===== config.mk =====
export PLATFORM = sky130hd
export DESIGN_NAME = rtc_bus_scheduler
export DESIGN_NICKNAME = d
export VERILOG_FILES = /design/src/rtl/rtc_bus_scheduler.sv
export SDC_FILE = /design/constraint.sdc
export NUM_CORES = 1
export LEC_CHECK = 0
export ABC_CLOCK_PERIOD_IN_PS = 5400
export CAP_MARGIN = 20
export CORE_MARGIN = 3
export CORE_UTILIZATION = 38
export DETAILED_ROUTE_END_ITERATION = 12
export MAX_ROUTING_LAYER = met4
export PLACE_DENSITY = 0.72
export SYNTH_ARGS = -nofsm -noshare
export SYNTH_HDL_FRONTEND = slang
export SYNTH_SLANG_ARGS = --single-unit
export TNS_END_PERCENT = 30

===== constraint.sdc =====
create_clock -name clk -period 5.4 [get_ports clk]
set_input_delay 0.81 -clock clk [delete_from_list [all_inputs] [get_ports clk]]
set_output_delay 0.81 -clock clk [all_outputs]
set_load 0.05 [all_outputs]

===== src/rtl/rtc_bus_scheduler.sv =====
// Sequences RTC bus cycles: arbitrates edit-controller writes against periodic or
// forced read bursts, drives one start/done cycle at a time and aborts hung cycles.
module rtc_bus_scheduler #(
    parameter int unsigned REFRESH_CYCLES = 100000,
    parameter logic [7:0]  RD_BASE_ADDR   = 8'h21,
    parameter int unsigned RD_COUNT       = 6,
    parameter int unsigned TIMEOUT        = 255
) (
    input  logic       clk,
    input  logic       reset,
    input  logic       wr_req,
    input  logic [7:0] wr_addr,
    input  logic [7:0] wr_data,
    output logic       wr_ack,
    input  logic       rd_force,
    output logic       bus_start,
    output logic       bus_rw,
    output logic [7:0] bus_addr,
    output logic [7:0] bus_wdata,
    input  logic       bus_done,
    input  logic [7:0] bus_rdata,
    output logic       rd_valid,
    output logic [2:0] rd_index,
    output logic [7:0] rd_data,
    output logic       busy,
    output logic       err,
    output logic [1:0] estado
);

    localparam logic [1:0] IDLE  = 2'b00;
    localparam logic [1:0] START = 2'b01;
    localparam logic [1:0] WAIT  = 2'b10;
    localparam logic [1:0] NEXT  = 2'b11;

    localparam int unsigned CW = (REFRESH_CYCLES > 1) ? $clog2(REFRESH_CYCLES) : 1;
    localparam int unsigned TW = (TIMEOUT > 1) ? $clog2(TIMEOUT + 1) : 1;
    localparam logic [CW-1:0] CNT_LAST = CW'(REFRESH_CYCLES - 1);
    localparam logic [TW-1:0] TMO_LAST = TW'(TIMEOUT - 1);
    localparam logic [2:0]    IDX_LAST = 3'(RD_COUNT - 1);

    logic [1:0]    state_q, state_d;
    logic [CW-1:0] cnt_q, cnt_d;
    logic [TW-1:0] tmo_q, tmo_d;
    logic          pending_q, pending_d;
    logic          burst_q, burst_d;
    logic [2:0]    idx_q, idx_d;
    logic          rw_q, rw_d;
    logic [7:0]    addr_q, addr_d;
    logic [7:0]    wdata_q, wdata_d;
    logic          wr_ack_q, wr_ack_d;
    logic          rd_valid_q, rd_valid_d;
    logic [2:0]    rd_index_q, rd_index_d;
    logic [7:0]    rd_data_q, rd_data_d;
    logic          err_q, err_d;
    logic          refresh_tc;

    always_comb begin
        state_d    = state_q;
        tmo_d      = tmo_q;
        pending_d  = pending_q;
        burst_d    = burst_q;
        idx_d      = idx_q;
        rw_d       = rw_q;
        addr_d     = addr_q;
        wdata_d    = wdata_q;
        rd_index_d = rd_index_q;
        rd_data_d  = rd_data_q;
        wr_ack_d   = 1'b0;
        rd_valid_d = 1'b0;
        err_d      = 1'b0;

        refresh_tc = (cnt_q == CNT_LAST);
        cnt_d      = refresh_tc ? '0 : cnt_q + 1'b1;

        // Refresh requests arriving while a burst runs are dropped, not queued.
        if (!burst_q && (refresh_tc || rd_force)) begin
            pending_d = 1'b1;
        end

        case (state_q)
            IDLE: begin
                if (wr_req) begin
                    addr_d  = wr_addr;
                    wdata_d = wr_data;
                    rw_d    = 1'b0;
                    state_d = START;
                end else if (pending_q) begin
                    pending_d = 1'b0;
                    burst_d   = 1'b1;
                    idx_d     = 3'd0;
                    addr_d    = RD_BASE_ADDR;
                    rw_d      = 1'b1;
                    state_d   = START;
                end
            end
            START: begin
                tmo_d   = '0;
                state_d = WAIT;
            end
            WAIT: begin
                if (bus_done) begin
                    if (rw_q) begin
                        rd_valid_d = 1'b1;
                        rd_data_d  = bus_rdata;
                        rd_index_d = idx_q;
                    end else begin
                        wr_ack_d = 1'b1;
                    end
                    state_d = NEXT;
                end else if (tmo_q == TMO_LAST) begin
                    err_d   = 1'b1;
                    burst_d = 1'b0;
                    state_d = IDLE;
                end else begin
                    tmo_d = tmo_q + 1'b1;
                end
            end
            NEXT: begin
                // A completed read (rw_q=1) lets a waiting write cut in; a completed
                // write never re-issues itself while its requester drops wr_req.
                if (wr_req && rw_q) begin
                    addr_d  = wr_addr;
                    wdata_d = wr_data;
                    rw_d    = 1'b0;
                    state_d = START;
                end else if (burst_q && (idx_q < IDX_LAST)) begin
                    idx_d   = idx_q + 3'd1;
                    addr_d  = RD_BASE_ADDR + {5'd0, idx_q + 3'd1};
                    rw_d    = 1'b1;
                    state_d = START;
                end else begin
                    burst_d = 1'b0;
                    state_d = IDLE;
                end
            end
            default: state_d = IDLE;
        endcase
    end

    always_ff @(posedge clk) begin
        if (!reset) begin
            state_q    <= IDLE;
            cnt_q      <= '0;
            tmo_q      <= '0;
            pending_q  <= 1'b0;
            burst_q    <= 1'b0;
            idx_q      <= 3'd0;
            rw_q       <= 1'b0;
            addr_q     <= 8'd0;
            wdata_q    <= 8'd0;
            wr_ack_q   <= 1'b0;
            rd_valid_q <= 1'b0;
            rd_index_q <= 3'd0;
            rd_data_q  <= 8'd0;
            err_q      <= 1'b0;
        end else begin
            state_q    <= state_d;
            cnt_q      <= cnt_d;
            tmo_q      <= tmo_d;
            pending_q  <= pending_d;
            burst_q    <= burst_d;
            idx_q      <= idx_d;
            rw_q       <= rw_d;
            addr_q     <= addr_d;
            wdata_q    <= wdata_d;
            wr_ack_q   <= wr_ack_d;
            rd_valid_q <= rd_valid_d;
            rd_index_q <= rd_index_d;
            rd_data_q  <= rd_data_d;
            err_q      <= err_d;
        end
    end

    assign bus_start = (state_q == START);
    assign bus_rw    = rw_q;
    assign bus_addr  = addr_q;
    assign bus_wdata = wdata_q;
    assign wr_ack    = wr_ack_q;
    assign rd_valid  = rd_valid_q;
    assign rd_index  = rd_index_q;
    assign rd_data   = rd_data_q;
    assign err       = err_q;
    assign busy      = (state_q != IDLE);
    assign estado    = state_q;

endmodule

==> out/metrics.cfg <==
[clock_tree]
clk_pin_slew_worst_paths_ns=0.07
numCtsBuffers=9
cts.sinks=63
cts_max_level=3
cts_root_buf=clkbuf_8
cts_hold_buf=0
clk_latency_ns=0.34
cts_tree=done
post_cts_resized=0
clk_path_buf_depth=2
postCtsSetupBuffers=0

[min_path]
min_path_type=register to register
min_from=cnt_q[0]
hold_depth=1
min_to=cnt_q[0]

[route]
drc_errors=0
drt-total-wl_um=6780
dr_total_vias=2679
wl_per_cell_um=13.5
detail-route-antenna-nets=0
first_pass_iters=4
routed_via_density=5.33
drtIter0Drc=100

[die]
dieArea_mm2=0.00884
fp.dieW_um=94.0
num_io_pins=64
core_mm2=0.00737
initial_utilization_pct=40.0
rows=31
die_h_um=94.0

[logic_synthesis]
synth_flop_cell=dfxtp_1
synthCells=341
synth_top_area_cell=dfxtp_1
ys_warn_count=0
yosysSeqAreaShare_pct=42.8
synth_edf_count=0
synth_cell_types=58
synth_area_mm2=0.00295
async_flop_share_pct=0
synth_nets=381
ys_ff_latch=63
netlist.area_leader.share_pct=42.8
synth_area_leaders=dfxtp_1 (43%), a21oi_1 (7.0%), nand2_1 (5.0%), ha_1 (4.7%), o21ai_0 (4.4%)
avgSynthCellArea_um2=8.64

[final_layout]
final_core_util_pct=51.9
drive_above_1_share_pct=5.69
synthToLayoutAreaGrowth_pct=29.9
final_cell_mix=dfxtp_1 (63), clkdlybuf4s50_1 (63), a21oi_1 (41)
nets=439
diodes=0
fin_cells=503

[timing]
rsz0062_at_grt=false
final.period_utilization_pct=56.0
hold_slack_ns=0.445
period_minus_slack_ns=3.03
worst-slew-pin-transition_ns=0.731
hold_viol=0
fmax_mhz=330
slew_headroom_pct=50.8
tns_ns=0
drv_slew=0
clock_skew_ns=0.0102
setup-violations-final=0

[setup_path]
end_kind=primary output
cp_max_fo=7
critical_path_class=register to primary output
required_ns=4.59
timing.rr.end=tmo_q[2]
arrival_ns=2.22
rr_worst_depth=5
timing.critical_path.mode_cell=inv_1
max_stage_delay_ns=0.83
start_kind=register
r2r_setup_slack_ns=3.06
critPathSlowestCell=clkdlybuf4s50_1
timing.rr.start=estado[0]
path_cells=inv_1 -> ha_1 -> inv_1 -> clkdlybuf4s50_1

[run_status]
status=complete, no violations

[place]
dp.cells=487
place_hpwl_um=4690
port_buffers=63
place.gp.congestion=0.764

[power]
p_leak_uw=0.00132
power.density_mw_per_mm2=413
peakVddDrop_mv=0.333

[global_routing]
antenna_found_initial=0
grt-ovfl-total=0
track_usage_pct=16.4
grt_pass1_wl_um=11300
grt_max_degree=38
grt_pass1_vias=2530

[flow_run]
cap_violations=0

-- cells by family after synthesis --
logic type	after synthesis	share of synthesized area (%)
simple gates	126	22.3
xor+xnor	14	4.16
buf+inv	25	4.42
compound gates	99	20.5
fa+ha+maj	11	4.67
flops	63	42.8
mux	3	1.06
-- synthesized netlist by cell type, types with 4 or more instances --
master,n
nor2_1,18
or3_1,8
dfxtp_1,63
nand4_1,10
and3_1,6
ha_1,11
o21ai_0,26
inv_1,7
nor2b_1,4
nand3_1,20
a21oi_1,41
xor2_1,11
clkbuf_1,8
nor3_1,4
nand2_1,39
-- power by group --
part           internal [uW]  switching (uW)  leakage, uW
Combinational            190             377     0.000699
Sequential               514            46.2     0.000512
Clock                    272             180     0.000110
-- area by class of cell --
| type | count | area, um2 |
|---|---|---|
| tap | 99 | 124 |
| clock inverter | 5 | 81.3 |
| fill | 714 | 3540 |
| multi-input combinational | 253 | 1550 |
| inverter | 9 | 33.8 |
| sequential | 63 | 1260 |
| clock buffer | 11 | 141 |
| timing repair buffer | 63 | 631 |
-- sequential cells by signal, summed over array words and instances, names as in the netlist --
signal     count
tmo_q          8
idx_q          3
pending_q      1
rd_index       3
rd_data        8
bus_wdata      8
bus_rw         1
burst_q        1
wr_ack         1
estado         2
cnt_q         17
rd_valid       1
bus_addr       8
err            1
-- worst max-delay path: cells and delay by family, from the launching register on --
kind | cells | cell delay (ns)
flip-flops | 1 | 0.45
adder cells (fa/ha/maj) | 1 | 0.30
buffers and inverters | 3 | 1.13
-- worst max-delay path by stage --
stage,from,end,slack [ns],cells past startpoint
2_1_floorplan,estado[0],busy,3.04,3
3_3_place_gp,wr_req,bus_addr[3],2.75,5
3_5_place_dp,wr_req,bus_addr[3],2.67,5
4_1_cts,estado[0],busy,2.36,4
5_1_grt,estado[0],busy,2.25,4
6_report,estado[0],busy,2.37,4
-- per-stage QoR --
stage	instance area [um2]	total power, uW	setup slack (ns)
6_report	3830	1580	2.37
5_1_grt	3830	1660	2.25
4_1_cts	3830	1600	2.36
3_5_place_dp	3600	1140	2.67
3_3_place_gp	3600	1130	2.75
2_1_floorplan	2950	964	3.04
-- per-layer routing --
metal | vias up | part of all wire, % | track usage (%)
met4 | 0 | 1.7 | 6.62
met1 | 1237 | 47 | 20.1
li1 | 1345 | - | -
met3 | 11 | 7.4 | 6.01
met2 | 86 | 44 | 24.5
met5 | - | 0 | -
No activity file was read; power rests on OpenSTA's default activity.
